`config.mk`:
```
export PLATFORM = sky130hd
export DESIGN_NAME = lfsr_gen
export DESIGN_NICKNAME = d
export VERILOG_FILES = /design/src/rtl/lfsr_pkg.sv /design/src/rtl/lfsr_next.sv /design/src/rtl/lfsr_gen.sv
export SDC_FILE = /design/constraint.sdc
export NUM_CORES = 1
export LEC_CHECK = 0
export CELL_PAD_IN_SITES_DETAIL_PLACEMENT = 1
export CELL_PAD_IN_SITES_GLOBAL_PLACEMENT = 2
export CORE_UTILIZATION = 36
export CTS_CLUSTER_DIAMETER = 40
export DETAILED_ROUTE_END_ITERATION = 10
export DONT_BUFFER_PORTS = 1
export GPL_TIMING_DRIVEN = 0
export PLACE_DENSITY_LB_ADDON = 0.1
export SLEW_MARGIN = 10
export SYNTH_ARGS = -nofsm -noshare
export SYNTH_HDL_FRONTEND = slang
export SYNTH_SLANG_ARGS = --single-unit
```
`constraint.sdc`:
```
create_clock -name CLK -period 2.4 [get_ports CLK]
set_input_delay 0.24 -clock CLK [delete_from_list [all_inputs] [get_ports CLK]]
set_output_delay 0.24 -clock CLK [all_outputs]
set_load 0.1 [all_outputs]
```
`src/rtl/lfsr_pkg.sv`:
```
// rtl/lfsr_pkg.sv - shared FSM state type and default Galois tap masks for lfsr_gen
package lfsr_pkg;

    typedef enum logic [1:0] {
        ST_IDLE = 2'd0,
        ST_RUN  = 2'd1,
        ST_FIN  = 2'd2
    } lfsr_state_t;

    // Right-shifting Galois masks for maximal-length polynomials.
    localparam logic [7:0]  TAPS_W8  = 8'hB8;        // x^8+x^6+x^5+x^4+1
    localparam logic [15:0] TAPS_W16 = 16'hB400;     // x^16+x^14+x^13+x^11+1
    localparam logic [23:0] TAPS_W24 = 24'hE10000;   // x^24+x^23+x^22+x^17+1
    localparam logic [31:0] TAPS_W32 = 32'hA3000000; // x^32+x^30+x^26+x^25+1

endpackage

```
`src/rtl/lfsr_next.sv`:
```
// rtl/lfsr_next.sv - combinational single-step Galois LFSR update
// Ports:
//   cur : current register state
//   nxt : state after one step, (cur >> 1) ^ (cur[0] ? TAPS : 0)
module lfsr_next #(
    parameter int unsigned      WIDTH = 16,
    parameter logic [WIDTH-1:0] TAPS  = 16'hB400
) (
    input  logic [WIDTH-1:0] cur,
    output logic [WIDTH-1:0] nxt
);

    assign nxt = (cur >> 1) ^ (cur[0] ? TAPS : '0);

endmodule

```
`src/rtl/lfsr_gen.sv`:
```
// rtl/lfsr_gen.sv - Galois LFSR with free-run, load and counted burst modes
// Ports:
//   CLK       : clock, rising edge
//   RESET     : synchronous active-high reset
//   EN        : free-run step enable (ignored while BUSY)
//   LOAD      : load LOAD_VAL (zero is replaced by SEED)
//   LOAD_VAL  : value to load
//   START     : begin a burst of BURST_LEN steps (IDLE only)
//   BURST_LEN : burst step count, captured at START
//   Q         : current state
//   BUSY      : burst in progress
//   DONE      : one-cycle pulse at burst completion
//   WRAP      : one-cycle pulse when a step lands on SEED
//   ZERO_FIX  : one-cycle pulse when a zero load was replaced by SEED
module lfsr_gen
    import lfsr_pkg::*;
#(
    parameter int unsigned      WIDTH = 16,
    parameter logic [WIDTH-1:0] TAPS  = 16'hB400,
    parameter logic [WIDTH-1:0] SEED  = 16'hACE1,
    parameter int unsigned      CW    = 16
) (
    input  logic             CLK,
    input  logic             RESET,
    input  logic             EN,
    input  logic             LOAD,
    input  logic [WIDTH-1:0] LOAD_VAL,
    input  logic             START,
    input  logic [CW-1:0]    BURST_LEN,
    output logic [WIDTH-1:0] Q,
    output logic             BUSY,
    output logic             DONE,
    output logic             WRAP,
    output logic             ZERO_FIX
);

    lfsr_state_t      state;
    logic [CW-1:0]    remain;
    logic [WIDTH-1:0] q_reg;
    logic [WIDTH-1:0] q_step;
    logic             busy_reg;
    logic             done_reg;
    logic             wrap_reg;
    logic             zero_fix_reg;

    lfsr_next #(
        .WIDTH (WIDTH),
        .TAPS  (TAPS)
    ) u_next (
        .cur (q_reg),
        .nxt (q_step)
    );

    always_ff @(posedge CLK) begin
        if (RESET) begin
            state        <= ST_IDLE;
            remain       <= '0;
            q_reg        <= SEED;
            busy_reg     <= 1'b0;
            done_reg     <= 1'b0;
            wrap_reg     <= 1'b0;
            zero_fix_reg <= 1'b0;
        end else begin
            done_reg     <= 1'b0;
            wrap_reg     <= 1'b0;
            zero_fix_reg <= 1'b0;
            if (LOAD) begin
                // A load overrides everything, aborting any burst silently.
                q_reg        <= (LOAD_VAL == '0) ? SEED : LOAD_VAL;
                zero_fix_reg <= (LOAD_VAL == '0);
                state        <= ST_IDLE;
                remain       <= '0;
                busy_reg     <= 1'b0;
            end else begin
                case (state)
                    ST_IDLE: begin
                        if (EN) begin
                            q_reg    <= q_step;
                            wrap_reg <= (q_step == SEED);
                        end
                        if (START) begin
                            if (BURST_LEN == '0) begin
                                state    <= ST_FIN;
                                done_reg <= 1'b1;
                            end else begin
                                state    <= ST_RUN;
                                remain   <= BURST_LEN;
                                busy_reg <= 1'b1;
                            end
                        end
                    end
                    ST_RUN: begin
                        q_reg    <= q_step;
                        wrap_reg <= (q_step == SEED);
                        remain   <= remain - CW'(1);
                        if (remain == CW'(1)) begin
                            state    <= ST_FIN;
                            busy_reg <= 1'b0;
                            done_reg <= 1'b1;
                        end
                    end
                    ST_FIN: begin
                        // DONE is already showing this cycle; START is ignored here.
                        if (EN) begin
                            q_reg    <= q_step;
                            wrap_reg <= (q_step == SEED);
                        end
                        state <= ST_IDLE;
                    end
                    default: begin
                        state    <= ST_IDLE;
                        busy_reg <= 1'b0;
                    end
                endcase
            end
        end
    end

    assign Q        = q_reg;
    assign BUSY     = busy_reg;
    assign DONE     = done_reg;
    assign WRAP     = wrap_reg;
    assign ZERO_FIX = zero_fix_reg;

endmodule
```
==> results.py <==
metrics = {
    "grt": {
        "grt_antenna_before_repair": 0,
        "grtUsageMet3_pct": 4.57,
        "grt_pass1_wl_um": 11600,
        "grt-ovfl-total": 0,
        "grt_max_degree": 12,
        "grt_usage_pct": 24.2,
        "use_met2_pct": 36.8,
        "grt.busiest_layer": "met2",
        "use_met1_pct": 34.7,
        "grt_pass1_vias": 2123,
    },
    "finish": {
        "fill_cells": 679,
        "final_common_cell": "dfxtp_1",
        "final_cell_mix": "dfxtp_1 (38), nor2b_1 (17), nor3_1 (17)",
        "fin_nets": 306,
        "area_growth_pct": 9.37,
        "instances_no_fill": 339,
        "antenna_cells": 0,
        "drive_gt1_share_pct": 7.87,
        "design_area_um2": 2370,
    },
    "timing": {
        "fin_crit_ns": 2.14,
        "drv_slew": 0,
        "setup_tns_ns": 0,
        "max-slew-margin-rel_pct": 27.0,
        "fin_worst_skew_ns": 0.00734,
        "fin_crit_sh_pct": 89.3,
        "tightest_slew_ns": 1.09,
        "worst_slack_ns": 0.257,
        "rsz0062_at_grt": "false",
        "timing.fmax_ghz": 0.467,
        "setup_viol": 0,
        "hold_viol": 0,
    },
    "placed_design": {
        "portBuffers": 0,
        "dp_hpwl_um": 5240,
        "gp_congestion": 0.826,
        "post-place-ws_ns": 0.140,
        "placed_area_um2": 2250,
        "dp.cells": 332,
    },
    "logic_synthesis": {
        "yosysUniqueCellTypes": 47,
        "synthCells": 260,
        "ys_warn_count": 0,
        "synth-xor-area-share_pct": 1.62,
        "syn_area_um2": 2160,
        "synthAdderAreaFrac_pct": 1.16,
        "yosys.area_share.simple_pct": 33.3,
        "synth_top_area_share_pct": 35.2,
        "synth_nets": 299,
        "synthTopCellsByArea": "dfxtp_1 (35%), nor2b_1 (4.9%), and3_1 (4.6%)",
        "ys_seq_elements": 38,
        "synth_top_family_by_area": "simple AND/OR/NAND/NOR gates",
        "ys_seq_area_share_pct": 35.2,
        "yosys.area.top_type": "dfxtp_1",
        "synthArstFlopShare_pct": 0,
        "synth_ff_type": "dfxtp_1",
        "synth-edff-count": 0,
        "avgSynthCellArea_um2": 8.32,
        "synth_compound_area_share_pct": 23.8,
        "synth.area.mux_share_pct": 0.463,
    },
    "worst_setup_path": {
        "critPathCaptureType": "flip-flop",
        "worst_path_max_delay_cell": "or4_1",
        "worstPathRequired_ns": 2.62,
        "worstPathBufferInverterCount": 1,
        "crit_family": "simple AND/OR/NAND/NOR gates",
        "crit_chain": "buf_2, nor4b_2, nand2_1, or4_1, a31oi_1",
        "cp.arrival_ns": 2.36,
        "critPathKind": "flip-flop to flip-flop",
        "slowest_delay_ns": 0.54,
        "crit_path_max_fanout": 10,
        "cp-start-kind": "flip-flop",
    },
    "floorplan": {
        "start_util_pct": 38.3,
        "die_y_um": 79.5,
        "pin_count": 57,
        "die_width_um": 79.5,
        "die_area_um2": 6320,
        "core_area_um2": 5640,
        "placement_rows": 27,
    },
    "pwr": {
        "finalPower_mw": 1.69,
        "power_frac_clock_pct": 33.7,
        "powerDensity_nw_per_um2": 714,
        "leakage_nw": 0.835,
        "p_int_mw": 1.10,
        "seqPwrFrac_pct": 51.4,
        "peakVddDrop_v": 0.000278,
        "p_sw_share_pct": 35.1,
        "p_switching_mw": 0.593,
        "combPwrFrac_pct": 14.9,
    },
    "routing": {
        "wl_per_cell_um": 20.8,
        "vias": 2089,
        "ant_nets": 0,
        "vias_per_cell": 6.16,
        "drtPass1Iterations": 4,
        "routed_wl_um": 7060,
        "drc": 0,
        "drt-initial-drc-count": 137,
    },
    "cts": {
        "clock_path_buffers": 2,
        "cts_root_buf": "clkbuf_8",
        "cts_setup_buffers": 0,
        "cts_hold_buf": 0,
        "cts_resized": 0,
        "cts_made_buffers": 5,
        "cts_tree": "built",
        "cts_num_sinks": 38,
        "clkTransAtPathRegs_ns": 0.08,
        "htreeDepth": 2,
        "clk_latency_ns": 0.29,
    },
    "worst_hold_path": {
        "hold_path_class": "input pin to flip-flop",
    },
    "run_status": {
        "status": "finished, final reports clean",
    },
    "run": {
        "cap_violations": 0,
    },
}
## power by group through the flow
stage / Sequential (mW) / Combinational, mW / Clock, mW
floorplan: 0.868 / 0.188 / 0
global placement: 0.881 / 0.246 / 0
detailed placement: 0.882 / 0.247 / 0
CTS: 0.868 / 0.249 / 0.589
global route: 0.874 / 0.281 / 0.612
finish: 0.868 / 0.251 / 0.569
## logic make-up after synthesis
group | after synthesis
flip-flops | 38
buffers and inverters | 23
adder cells (fa/ha/maj) | 2
multiplexers | 1
AO/OA/AOI/OAI | 69
XOR/XNOR | 4
AND/OR/NAND/NOR | 123
## final timing paths
kind | startpoint | endpoint | slack, ns | depth (start not counted)
worst max register to register | state[0] | remain[14] | 0.26 | 5
worst min-delay path | LOAD_VAL[13] | Q[13] | 0.09 | 2
worst min register to register | remain[10] | remain[10] | 0.52 | 2
worst max-delay path | state[0] | remain[14] | 0.26 | 5
## area by class of cell
type	instances	area [um^2]	area share (%)
plain buffers	17	73.8	3.12
clock inverters	1	30.0	1.27
clock buffers	6	82.6	3.49
multi-input cells	199	1310	55.2
well taps	72	90.1	3.81
inverters	6	22.5	0.952
flip-flops and latches	38	761	32.2
## stage by stage
step	util (%)	hold slack, ns
5_1_grt	41.9	0.0834
3_3_place_gp	39.9	0.384
6_report	41.9	0.0916
2_1_floorplan	-	0.376
3_5_place_dp	39.9	0.395
4_1_cts	41.9	0.0766
## synthesized netlist by cell type (3+ instances only)
cell type and number:
nor2b_1 17, a31oi_1 10, nor3_1 17, nand4_1 4, or4_1 4, nand3_1 12, a211oi_1 13, or3_1 3
nand2b_1 6, inv_1 6, or2_2 3, nor2_1 9, nand2_1 16, dfxtp_1 38, clkbuf_1 13, xnor2_1 4
a21oi_1 6, o21ai_0 13, nor4_1 5, and3_1 16, o211ai_1 4, o221ai_1 8
## worst register-to-register path: cells and delay by family (launching register included)
| family | cells | cell delay [ns] |
|---|---|---|
| simple gates | 3 | 1.38 |
| flops | 1 | 0.31 |
| buf+inv | 1 | 0.22 |
| compound gates | 1 | 0.17 |
## sequential cells by signal (all words and copies together), names as in the netlist
register / cells
WRAP: 1
remain: 16
Q: 16
state: 2
BUSY: 1
ZERO_FIX: 1
DONE: 1
## layer usage
metal  wire (um)  vias to the layer above
li1            -                     1013
met1        3630                     1024
met2        3080                       46
met3         290                        6
met4          59                        0
met5           0                        -
(Power assumes the default switching activity.)
